==> config.mk <==
export PLATFORM = sky130hd
export DESIGN_NAME = spike_aer_encoder_flat
export DESIGN_NICKNAME = d
export VERILOG_FILES = /design/src/rtl/snn_pkg.sv /design/src/rtl/spike_aer_encoder_if.sv /design/src/rtl/rr_arbiter.sv /design/src/rtl/spike_aer_encoder.sv /design/src/flat_wrapper.sv
export SDC_FILE = /design/constraint.sdc
export NUM_CORES = 1
export LEC_CHECK = 0
export CORE_AREA = 2 2 133 135
export CTS_CLUSTER_SIZE = 24
export DETAILED_ROUTE_END_ITERATION = 8
export DIE_AREA = 0 0 135 137
export GPL_TIMING_DRIVEN = 0
export HOLD_SLACK_MARGIN = 0.1
export PLACE_DENSITY = 0.51
export SYNTH_ARGS = -nofsm -noshare
export SYNTH_HDL_FRONTEND = slang
export SYNTH_SLANG_ARGS = --single-unit
==> constraint.sdc <==
create_clock -name clk_i -period 10.06 [get_ports clk_i]
set_input_delay 2.012 -clock clk_i [delete_from_list [all_inputs] [get_ports clk_i]]
set_output_delay 2.012 -clock clk_i [all_outputs]
set_load 0.1 [all_outputs]
==> src/rtl/snn_pkg.sv <==
// Shared types and helpers for the spike AER encoder slice.
// Optional timestamp field enabled by SPIKE_AER_TIMESTAMP_EN.
package snn_pkg;

  localparam int N_NEURONS_DEF = 16;
  localparam int TS_W_DEF      = 16;

  function automatic int clog2_safe(input int n);
    return (n < 2) ? 1 : $clog2(n);
  endfunction

  localparam int ADDR_W_DEF = clog2_safe(N_NEURONS_DEF);

  typedef struct packed {
    logic [ADDR_W_DEF-1:0] addr;
    logic [TS_W_DEF-1:0]   ts;
  } aer_event_t;

endpackage

==> src/rtl/spike_aer_encoder_if.sv <==
// AER valid/ready event stream between encoder and router.
// aer_ts exists only with SPIKE_AER_TIMESTAMP_EN.
interface spike_aer_encoder_if
  import snn_pkg::*;
#(
  parameter int N_NEURONS = N_NEURONS_DEF,
  parameter int TS_W      = TS_W_DEF
);

  localparam int ADDR_W = clog2_safe(N_NEURONS);

  logic              aer_valid;
  logic              aer_ready;
  logic [ADDR_W-1:0] aer_addr;

`ifdef SPIKE_AER_TIMESTAMP_EN
  logic [TS_W-1:0]   aer_ts;

  modport master (
    output aer_valid,
    output aer_addr,
    output aer_ts,
    input  aer_ready
  );

  modport slave (
    input  aer_valid,
    input  aer_addr,
    input  aer_ts,
    output aer_ready
  );
`else
  localparam int unused_ts_w = TS_W;

  modport master (
    output aer_valid,
    output aer_addr,
    input  aer_ready
  );

  modport slave (
    input  aer_valid,
    input  aer_addr,
    output aer_ready
  );
`endif

endinterface

==> src/rtl/rr_arbiter.sv <==
// Combinational round-robin arbiter: first set request at or after ptr,
// wrapping N-1 -> 0.
module rr_arbiter
  import snn_pkg::*;
#(
  parameter  int N = 16,
  localparam int W = clog2_safe(N)
) (
  input  logic [N-1:0] req,
  input  logic [W-1:0] ptr,
  output logic [N-1:0] gnt_onehot,
  output logic [W-1:0] gnt_idx,
  output logic         any
);

  int          kk;
  logic [W-1:0] k;

  always_comb begin
    gnt_onehot = '0;
    gnt_idx    = '0;
    any        = 1'b0;
    kk         = 0;
    k          = '0;
    for (int i = 0; i < N; i++) begin
      kk = int'(ptr) + i;
      if (kk >= N) kk = kk - N;
      k = W'(kk);
      if (!any && req[k]) begin
        any           = 1'b1;
        gnt_idx       = k;
        gnt_onehot[k] = 1'b1;
      end
    end
  end

endmodule

==> src/rtl/spike_aer_encoder.sv <==
// Spike-to-AER encoder: captures per-neuron pulses, round-robin serialises.
// Define SPIKE_AER_TIMESTAMP_EN to stamp events with a tick counter.
module spike_aer_encoder
  import snn_pkg::*;
#(
  parameter int N_NEURONS = N_NEURONS_DEF,
  parameter int TS_W      = TS_W_DEF
) (
  input  logic                 clk_i,
  input  logic                 rst_i,
  input  logic [N_NEURONS-1:0] spike_i,
  input  logic                 tick_i,
  input  logic                 ovf_clr_i,
  spike_aer_encoder_if.master  aer,
  output logic                 overflow_o,
  output logic                 busy_o
);

  localparam int ADDR_W = clog2_safe(N_NEURONS);

  logic [N_NEURONS-1:0] pending_q, pending_d;
  logic [N_NEURONS-1:0] gnt_onehot, clr;
  logic [ADDR_W-1:0]    gnt_idx;
  logic [ADDR_W-1:0]    rr_ptr_q, rr_ptr_d;
  logic [ADDR_W-1:0]    addr_q, addr_d;
  logic                 valid_q, valid_d;
  logic                 ovf_q, ovf_d;
  logic                 any, free, drop;

  rr_arbiter #(.N(N_NEURONS)) u_arb (
    .req        (pending_q),
    .ptr        (rr_ptr_q),
    .gnt_onehot (gnt_onehot),
    .gnt_idx    (gnt_idx),
    .any        (any)
  );

  always_comb begin
    free      = !valid_q || aer.aer_ready;
    clr       = (free && any) ? gnt_onehot : '0;
    // a new pulse on a granted bit re-arms it rather than dropping
    pending_d = (pending_q & ~clr) | spike_i;
    drop      = |(spike_i & pending_q & ~clr);
    ovf_d     = drop | (ovf_q & ~ovf_clr_i);
    valid_d   = valid_q;
    addr_d    = addr_q;
    rr_ptr_d  = rr_ptr_q;
    if (free) begin
      valid_d = any;
      if (any) begin
        addr_d   = gnt_idx;
        rr_ptr_d = (gnt_idx == ADDR_W'(N_NEURONS - 1))
                 ? '0 : gnt_idx + ADDR_W'(1);
      end
    end
  end

  always_ff @(posedge clk_i or posedge rst_i) begin
    if (rst_i) begin
      pending_q <= '0;
      rr_ptr_q  <= '0;
      addr_q    <= '0;
      valid_q   <= 1'b0;
      ovf_q     <= 1'b0;
    end else begin
      pending_q <= pending_d;
      rr_ptr_q  <= rr_ptr_d;
      addr_q    <= addr_d;
      valid_q   <= valid_d;
      ovf_q     <= ovf_d;
    end
  end

  assign aer.aer_valid = valid_q;
  assign aer.aer_addr  = addr_q;
  assign overflow_o    = ovf_q;
  assign busy_o        = (|pending_q) | valid_q;

`ifdef SPIKE_AER_TIMESTAMP_EN
  logic [TS_W-1:0] ts_q, ts_d;
  logic [TS_W-1:0] ev_ts_q, ev_ts_d;

  // event takes the pre-increment value when a tick lands on the load
  always_comb begin
    ts_d    = ts_q + TS_W'(tick_i);
    ev_ts_d = ev_ts_q;
    if (free && any) ev_ts_d = ts_q;
  end

  always_ff @(posedge clk_i or posedge rst_i) begin
    if (rst_i) begin
      ts_q    <= '0;
      ev_ts_q <= '0;
    end else begin
      ts_q    <= ts_d;
      ev_ts_q <= ev_ts_d;
    end
  end

  assign aer.aer_ts = ev_ts_q;
`else
  logic unused_tick;
  localparam int unused_ts_w = TS_W;
  assign unused_tick = tick_i;
`endif

endmodule

==> src/flat_wrapper.sv <==
// flat-port wrapper written by rule: the top's interface ports become plain ports
module spike_aer_encoder_flat import snn_pkg::*;
#(
  parameter int N_NEURONS = N_NEURONS_DEF,
  parameter int TS_W      = TS_W_DEF
)
  (clk_i, rst_i, spike_i, tick_i, ovf_clr_i, overflow_o, busy_o, aer_aer_valid, aer_aer_addr, aer_aer_ready);
  spike_aer_encoder_if #(.N_NEURONS(N_NEURONS), .TS_W(TS_W)) aer_i ();
  input  logic clk_i;
  input  logic rst_i;
  input  logic [N_NEURONS-1:0] spike_i;
  input  logic tick_i;
  input  logic ovf_clr_i;
  output logic overflow_o;
  output logic busy_o;
  output wire logic [$bits(aer_i.aer_valid)-1:0] aer_aer_valid;
  output wire logic [$bits(aer_i.aer_addr)-1:0] aer_aer_addr;
  input wire logic [$bits(aer_i.aer_ready)-1:0] aer_aer_ready;
  assign aer_aer_valid = aer_i.aer_valid;
  assign aer_aer_addr = aer_i.aer_addr;
  assign aer_i.aer_ready = aer_aer_ready;
  spike_aer_encoder #(.N_NEURONS(N_NEURONS), .TS_W(TS_W)) u_core (.clk_i(clk_i), .rst_i(rst_i), .spike_i(spike_i), .tick_i(tick_i), .ovf_clr_i(ovf_clr_i), .aer(aer_i), .overflow_o(overflow_o), .busy_o(busy_o));
endmodule
; Word level (Yosys, flattened, before mapping)
; Cells that the tools add are included.
[totals]
register_bits = 26
wordCells = 292
[classes]
magnitude_cmp = 48
n_bitwise = 24
n_reduce_logical = 52
n_eq_ne = 1
muxes = 130
addsub = 32
[ops]
columns = op, n
row1 = 2-to-1 mux 16 bit, 17
row2 = bitwise OR 16 bit, 16
row3 = 2-to-1 mux 4 bit, 33
row4 = less-than comparator 4 x 5 -> 1 bit (second input constant), 16
row5 = >= comparator 5 bit (second input constant), 15
row6 = binary-select mux 1 bit (select 4 bit), 16
row7 = demux 1 bit (select 4 bit), 16
row8 = >= comparator 4 x 1 -> 1 bit (second input constant), 16
row9 = subtractor 4 x 1 -> 4 bit (second input constant), 16
row10 = bitwise AND 16 bit, 3
row11 = 2-to-1 mux 1 bit, 48
row12 = adder 4 x 4 -> 5 bit (second input constant), 8
row13 = logical AND 1 bit, 32
row14 = OR reduction 16 bit, 2
row15 = adder 4 x 3 -> 5 bit (second input constant), 4
row16 = zero test 1 bit, 16
row17 = inverter 16 bit, 1
row18 = adder 4 x 2 -> 5 bit (second input constant), 2
row19 = adder 4 x 1 -> 5 bit (second input constant), 1
row20 = >= comparator 4 x 5 -> 1 bit (second input constant), 1
row21 = adder 4 x 1 -> 4 bit (second input constant), 1
row22 = == test 4 bit (second input constant), 1
row23 = bitwise OR 1 bit, 2
row24 = AND reduction 2 bit, 1
row25 = 3 further kinds, 3

; Longest topological paths before layout
; Gate-level depths: netlist of the first run.
[depth]
word_depth = 56
depth_mapped = 21

; Modules after synthesis
; Synthesis of the first run repeated with hierarchy kept, for this count alone.
[unflattened]
cells_unflattened = 705
hier_area_um2 = 5088.6
[modules_own_cells]
columns = module, cells_per_inst, instances, seq_area_each_um2, area_each_um2
row1 = rr_arbiter, 570, 1, 0.0, 3839.9
row2 = spike_aer_encoder, 135, 1, 650.6, 1248.7

; Worst setup path before layout of the first run
; No wires, ideal clock.
[synth_timing]
path_kind = register to register
from = register u_core.rr_ptr_q[1]
to = register u_core.ovf_q, in the netlist u_core.overflow_o
synth_period_minus_slack_ns = 5.236
t_arrival_ns = 5.100
path_buffers = 6
t_required_ns = 9.925
slack_ns = 4.824
stages_incl_launch_ff = 21
cell_sequence = dfrtp_1 buf_2 clkbuf_1 inv_1 ha_1 buf_4 buf_6 mux2_4 mux4_2 nand2_1 o211ai_2 or4_1 buf_2 or3_1 buf_6 nor3_2 a21o_2 a2111oi_2 a2111oi_2 o2111a_1 nand3_1
[synth_between]
elab_chain_len = 56
[synth_rtl]
columns = item, line
row1 = from (decl), spike_aer_encoder.sv:24  ; logic [ADDR_W-1:0] rr_ptr_q, rr_ptr_d;
row2 = from (signal assigned), spike_aer_encoder.sv:67  ; rr_ptr_q <= rr_ptr_d;
row3 = "parallel branches: the longest is 51 deep, another holds adder 4 x 1 -> 5 bit", n/a
row4 = 2-to-1 mux 16 bit (*), spike_aer_encoder.sv:40  ; clr = (free && any) ? gnt_onehot : '0;
row5 = inverter 16 bit (*), spike_aer_encoder.sv:43  ; drop = |(spike_i & pending_q & ~clr);
row6 = bitwise AND 16 bit (*), spike_aer_encoder.sv:43
row7 = OR reduction 16 bit (*), spike_aer_encoder.sv:43
row8 = bitwise OR 1 bit (*), spike_aer_encoder.sv:44  ; ovf_d = drop | (ovf_q & ~ovf_clr_i);
row9 = via u_core.ovf_d, spike_aer_encoder.sv:27  ; logic ovf_q, ovf_d;
row10 = to (signal assigned), spike_aer_encoder.sv:70  ; ovf_q <= ovf_d;
row11 = to (decl), spike_aer_encoder.sv:27
; Mark *: on every way through the listed nets, which the timed path passes. The select of a mux whose other input is x is not followed.
; A chain may end at the register's enable or synchronous reset.

; Worst setup path in the final report of the first run
; Ends and elaborated chain as after synthesis.

==> results of run 1 <==
worst register-to-register path: stages (launching register included):
cell and delay [ns]:
dfrtp_1 0.66, buf_2 0.43, clkbuf_1 0.54, inv_1 0.36
ha_1 0.48, buf_4 0.23, mux4_2 0.64, buf_2 0.24
mux2i_1 0.35, mux2i_1 0.40, nor4_2 0.96, nand3_1 0.41
clkbuf_1 0.43, o221ai_1 0.59, nor3_1 0.17, a2111oi_2 0.32
o2111a_1 0.22, nand3_1 0.08
layout make-up:
class / count / area [µm²]
clock inverters: 1 / 30.03
plain buffers: 63 / 290.3
clock buffers: 3 / 75.07
multi-input cells: 738 / 5022
inverters: 22 / 82.58
repair buffers: 26 / 260.3
flip-flops and latches: 26 / 650.6
well taps: 225 / 281.5
fillers: 1900 / 10360
synthesized netlist by cell type (all sizes together) (12+ instances only):
library cell,n
nand4,16
nor2,80
clkbuf,41
a31oi,19
mux4,24
inv,20
mux2i,18
nor3,46
nand3,51
nand2,123
buf,22
nor4,17
a21o,12
dfrtp,26
a21oi,31
and3,18
mux2,14
o21ai,47
ha,14
through the flow:
| step | hold slack (ns) | utilization (%) | instance area (µm²) | setup WS (ns) | std cells |
|---|---|---|---|---|---|
| 2_1_floorplan | 0.5482 | - | 6031 | 4.824 | 849 |
| 3_3_place_gp | 0.4600 | 38.53 | 6573 | 2.370 | 1100 |
| 3_5_place_dp | 0.4623 | 38.62 | 6588 | 2.771 | 1100 |
| 4_1_cts | 0.4826 | 39.24 | 6693 | 2.767 | 1104 |
| 5_1_grt | 0.5311 | 39.24 | 6693 | 2.145 | 1104 |
| 6_report | 0.4831 | 39.24 | 6693 | 2.417 | 1104 |
flip-flops by register name (all words and copies together), names as in the netlist:
signal	count
u_core.pending_q	16
u_core.rr_ptr_q	4
u_core.overflow_o	1
u_core.aer.aer_addr	4
u_core.aer.aer_valid	1
placed cells by master, fill, tap and decap left out, types with 10 or more instances in the layout:
master / n
nor3_1: 44
and2_1: 11
o221ai_1: 10
inv_1: 18
nand3_1: 50
and3_1: 18
mux2_2: 13
a31oi_1: 19
a21o_1: 11
o21ai_0: 45
mux2i_1: 17
a21oi_1: 31
o211ai_1: 10
nand2_1: 123
nor4_1: 14
nand4_1: 16
dfrtp_1: 26
clkdlybuf4s50_1: 26
o22ai_1: 10
ha_1: 14
buf_2: 10
clkbuf_1: 41
nor2_1: 80
mux4_2: 24
a22oi_1: 11
cell families (layout without fill, tap and decap cells):
group,count (synthesis),count (layout),share of synthesized area [%]
AND/OR/NAND/NOR,401,401,32.45
AO/OA/AOI/OAI,252,252,30.44
buffers and inverters,85,115,6.183
multiplexers,56,56,14.69
flip-flops,26,26,10.79
XOR/XNOR,15,15,2.552
adder cells (fa/ha/maj),14,14,2.905
final timing paths:
path                                                      endpoint  slack, ns
min in group asynchronous       u_core.aer.aer_addr[1]$_DFFE_PP0P_       2.33
worst min-delay path            u_core.aer.aer_addr[1]$_DFFE_PP0P_       0.48
worst max-delay path                   u_core.overflow_o$_DFF_PP0_       2.42
worst min register to register  u_core.aer.aer_addr[1]$_DFFE_PP0P_       0.48
max in group asynchronous            u_core.pending_q[7]$_DFF_PP0_       7.03
worst max register to register         u_core.overflow_o$_DFF_PP0_       2.42
per-layer routing:
layer  global-route usage, %  vias to the layer above  part of all wire, %  wire length (µm)
li1                        -                     3364                    -                 -
met2                   58.21                      727                   41             14890
met3                   10.96                      170                   12              4489
met4                   19.27                        0                  6.4              2299
met5                       0                        -                    0                 0
met1                   51.23                     3755                   40             14320
==> flow_metrics.env, run 1 <==
export IMPL_status="finished, final reports clean"
export IMPL_cts_root_buf="clkbuf_16"
export IMPL_grt_overflow_total=0
export IMPL_slowest_stage="nor4_2"
export IMPL_route_final_wire_length_mm=36.00
export IMPL_synth_area_top_cells="dfrtp_1 (11%), mux4_2 (9.0%), nand2_1 (7.7%)"
export IMPL_synth_edf_count=0
export IMPL_gp_congestion=1.091
export IMPL_seq_area_frac_synth_pct=10.79
export IMPL_hold_buffers=0
export IMPL_htree_levels=1
export IMPL_crit_arrival_ns=7.79
export IMPL_dp_hpwl_mm=28.08
export IMPL_core_area_mm2=0.01706
export IMPL_grt_pass1_wl_mm=52.42
export IMPL_rows=48
export IMPL_via_per_inst=7.261
export IMPL_syn_area_mm2=0.006031
export IMPL_cts_tree="built"
export IMPL_io_buffers=26
export IMPL_cp_end_kind="flip-flop"
export IMPL_tns_ns=0
export IMPL_cts_buffers=3
export IMPL_cts_setup_buffers=0
export IMPL_fin_nets=915
export IMPL_max_freq_mhz=130.8
export IMPL_vias=8016
export IMPL_critical_path_class="flip-flop to flip-flop"
export IMPL_drtIter0Drc=1313
export IMPL_slew_headroom_pct=7.544
export IMPL_setup_viol=0
export IMPL_fp_dieH_um=137
export IMPL_finalHoldViolCount=0
export IMPL_syn_instance_count=849
export IMPL_ys_flop_type="dfrtp_1"
export IMPL_fin_crit_sh_pct=75.97
export IMPL_syn_area_per_cell_um2=7.103
export IMPL_drive_gt1_share_pct=9.443
export IMPL_num_antenna_cells=0
export IMPL_drv_slew=0
export IMPL_antenna_found_initial=1
export IMPL_post_cts_resized=0
export IMPL_hp_start="u_core.aer.aer_addr[1]$_DFFE_PP0P_"
export IMPL_synth_seq_cells=26
export IMPL_rsz0062_at_grt="false"
export IMPL_avgRoutedWirePerCell_um=32.61
export IMPL_grt_max_degree=27
export IMPL_drtPass1Iterations=8
export IMPL_synth_top_area_share_pct=10.79
export IMPL_grt_pass1_vias=7555
export IMPL_track_usage_pct=38.87
export IMPL_cts_path_max_buffers=2
export IMPL_crit_family="buffers and inverters"
export IMPL_worst_r2r_cell_count=17
export IMPL_cp_depth=17
export IMPL_synth_net_count=884
export IMPL_r2r_start="u_core.rr_ptr_q[1]$_DFFE_PP0P_"
export IMPL_tightest_slew_ns=1.376
export IMPL_period_minus_slack_ns=7.643
export IMPL_fin_skew_ns=0.008829
export IMPL_clock_sinks=26
export IMPL_hold_class="flip-flop to flip-flop"
export IMPL_clk_pin_slew_worst_paths_ns=0.08
export IMPL_startpoint="u_core.rr_ptr_q[1]$_DFFE_PP0P_"
export IMPL_slowest_delay_ns=0.96
export IMPL_critPathLaunchType="flip-flop"
export IMPL_required_ns=10.20
export IMPL_min_path_cells=2
export IMPL_ys_types=90
export IMPL_antenna_left=0
export IMPL_cp_cell_sequence="buf_2, clkbuf_1, inv_1, ha_1, buf_4, mux4_2, buf_2, mux2i_1, mux2i_1, nor4_2, nand3_1, clkbuf_1, o221ai_1, nor3_1, a2111oi_2, o2111a_1, nand3_1"
export IMPL_drc=0
export IMPL_initial_utilization_pct=35.36
export IMPL_ys_warn_count=0
export IMPL_dieArea_mm2=0.01850
export IMPL_async_reset_ff_share_pct=100.0
export IMPL_ioPinCount=28
export IMPL_clkLatencyLatePin_ns=0.28
export IMPL_areaGrowthSynthToFinish_pct=10.98
export IMPL_cap_violations=0
export IMPL_yosys_area_top_type="dfrtp_1"
export IMPL_die_w_um=135
export IMPL_worst_path_buf_inv=6
export IMPL_path_max_fanout=10
Power of run 1 is left out: the tool's default activity adds up to more than one toggle a clock period on the data nets, which glitch-free logic cannot reach.
==> run 2, diff against run 1 <==
Clock period 10.06 ns to 7.65 ns, I/O delays scaled along.
==> flow_metrics.env, run 2 (synthesis gave the netlist of run 1 again) <==
export IMPL_status="finished, violations left"
export IMPL_failed_checks="capacitance limit, slew limit"
export IMPL_finalHoldViolCount=0
export IMPL_route_final_wire_length_mm=35.92
export IMPL_dp_hpwl_mm=28.08
export IMPL_dpl_cell_area_mm2=0.006588
export IMPL_fin_crit_sh_pct=98.34
export IMPL_grt_pass1_vias=7555
export IMPL_path_max_fanout=10
export IMPL_finalInstanceArea_mm2=0.006725
export IMPL_clk_pin_slew_worst_paths_ns=0.08
export IMPL_required_ns=7.78
export IMPL_setup_viol=0
export IMPL_initial_utilization_pct=35.36
export IMPL_critical_path_class="flip-flop to flip-flop"
export IMPL_hp_start="u_core.aer.aer_addr[1]$_DFFE_PP0P_"
export IMPL_core_area_mm2=0.01706
export IMPL_critPathLaunchType="flip-flop"
export IMPL_avgRoutedWirePerCell_um=32.50
export IMPL_via_per_inst=7.271
export IMPL_regMostFlops="u_core.pending_q"
export IMPL_startpoint="u_core.rr_ptr_q[1]$_DFFE_PP0P_"
export IMPL_final_cell_mix="nand2_1 (123), nor2_1 (79), nand3_1 (50), o21ai_0 (45), nor3_1 (42)"
export IMPL_grt_overflow_total=0
export IMPL_ioPinCount=28
export IMPL_hold_class="flip-flop to flip-flop"
export IMPL_track_usage_pct=38.87
export IMPL_slew_headroom_pct=-2.478
export IMPL_fin_nets=915
export IMPL_clkLatencyLatePin_ns=0.28
export IMPL_vias=8035
export IMPL_cts_path_max_buffers=2
export IMPL_cp_end_kind="flip-flop"
export IMPL_max_freq_mhz=132.9
export IMPL_cts_tree="built"
export IMPL_largest_reg_flops=16
export IMPL_fin_skew_ns=0.007695
export IMPL_cts_root_buf="clkbuf_16"
export IMPL_fp_dieH_um=137
export IMPL_cts_setup_buffers=0
export IMPL_antenna_left=0
export IMPL_die_w_um=135
export IMPL_rows=48
export IMPL_drive_gt1_share_pct=9.898
export IMPL_areaGrowthSynthToFinish_pct=11.51
export IMPL_tightest_slew_ns=1.525
export IMPL_dieArea_mm2=0.01850
export IMPL_cts_buffers=3
export IMPL_grt_pass1_wl_mm=52.42
export IMPL_drc=0
export IMPL_io_buffers=26
export IMPL_crit_arrival_ns=7.65
export IMPL_drtPass1Iterations=6
export IMPL_cap_violations=1
export IMPL_antenna_found_initial=1
export IMPL_gp_congestion=1.091
export IMPL_clock_sinks=26
export IMPL_r2r_start="u_core.rr_ptr_q[1]$_DFFE_PP0P_"
export IMPL_drv_slew=9
export IMPL_drtIter0Drc=1160
export IMPL_grt_max_degree=27
export IMPL_final_common_cell="nand2_1"
export IMPL_htree_levels=1
export IMPL_period_minus_slack_ns=7.523
## run 2: through the flow
stage	TNS [ns]	hold slack (ns)	util [%]	instances	worst slack (ns)
2_1_floorplan	0	0.5482	-	849	2.414
6_report	0	0.4828	39.43	1105	0.1271
3_3_place_gp	-0.03991	0.4600	38.53	1100	-0.03991
3_5_place_dp	0	0.4623	38.62	1100	0.3607
5_1_grt	-0.003446	0.5311	39.41	1104	-0.003446
4_1_cts	0	0.4826	39.24	1104	0.3573
## run 2: critical path, stage by stage (launching register included)
cell and delay [ns]:
dfrtp_1 0.66, buf_2 0.43, clkbuf_1 0.56, inv_1 0.38, ha_1 0.49, buf_4 0.23
mux4_2 0.64, buf_2 0.24, a2111o_1 0.39, nor3_1 0.86, nand3_1 0.72, a221oi_1 0.46
or4_1 0.16, a211oi_1 0.05, o22ai_1 0.45, ha_1 0.32, a21oi_1 0.06, nor3_1 0.16
o31ai_1 0.10
## run 2: metal layers
| layer | track usage [%] | up-vias | part of all wire [%] |
|---|---|---|---|
| met5 | 0 | - | 0 |
| met4 | 19.27 | 0 | 6.9 |
| met3 | 10.96 | 190 | 12 |
| met2 | 58.21 | 714 | 41 |
| met1 | 51.23 | 3763 | 39 |
| li1 | - | 3368 | - |
## run 2: area by class of cell
cell class | instances | area [µm²]
Fill cell | 1894 | 10330
Multi-Input combinational cell | 738 | 5052
Sequential cell | 26 | 650.6
Buffer | 63 | 290.3
Tap cell | 225 | 281.5
Timing Repair Buffer | 26 | 260.3
Inverter | 22 | 82.58
Clock buffer | 3 | 75.07
Clock inverter | 1 | 30.03
Antenna cell | 1 | 2.502
## run 2: final timing paths
path | end | slack, ns | cells after the start
max | u_core.rr_ptr_q[3]$_DFFE_PP0P_ | 0.13 | 18
min | u_core.aer.aer_addr[1]$_DFFE_PP0P_ | 0.48 | 2
max reg2reg | u_core.rr_ptr_q[3]$_DFFE_PP0P_ | 0.13 | 18
min reg2reg | u_core.aer.aer_addr[1]$_DFFE_PP0P_ | 0.48 | 2
max in group asynchronous | u_core.pending_q[7]$_DFF_PP0_ | 5.12 | 2
min in group asynchronous | u_core.aer.aer_addr[1]$_DFFE_PP0P_ | 1.84 | 2
## run 2: timing repair
| action | CTS | global route |
|---|---|---|
| hold endpoints to repair | 0 | 0 |
| hold buffers | 0 | 0 |
| endpoints found under the setup margin | 0 | 6 |
| gates resized for setup | 0 | 6 |
Power of run 2 is left out for the same reason.
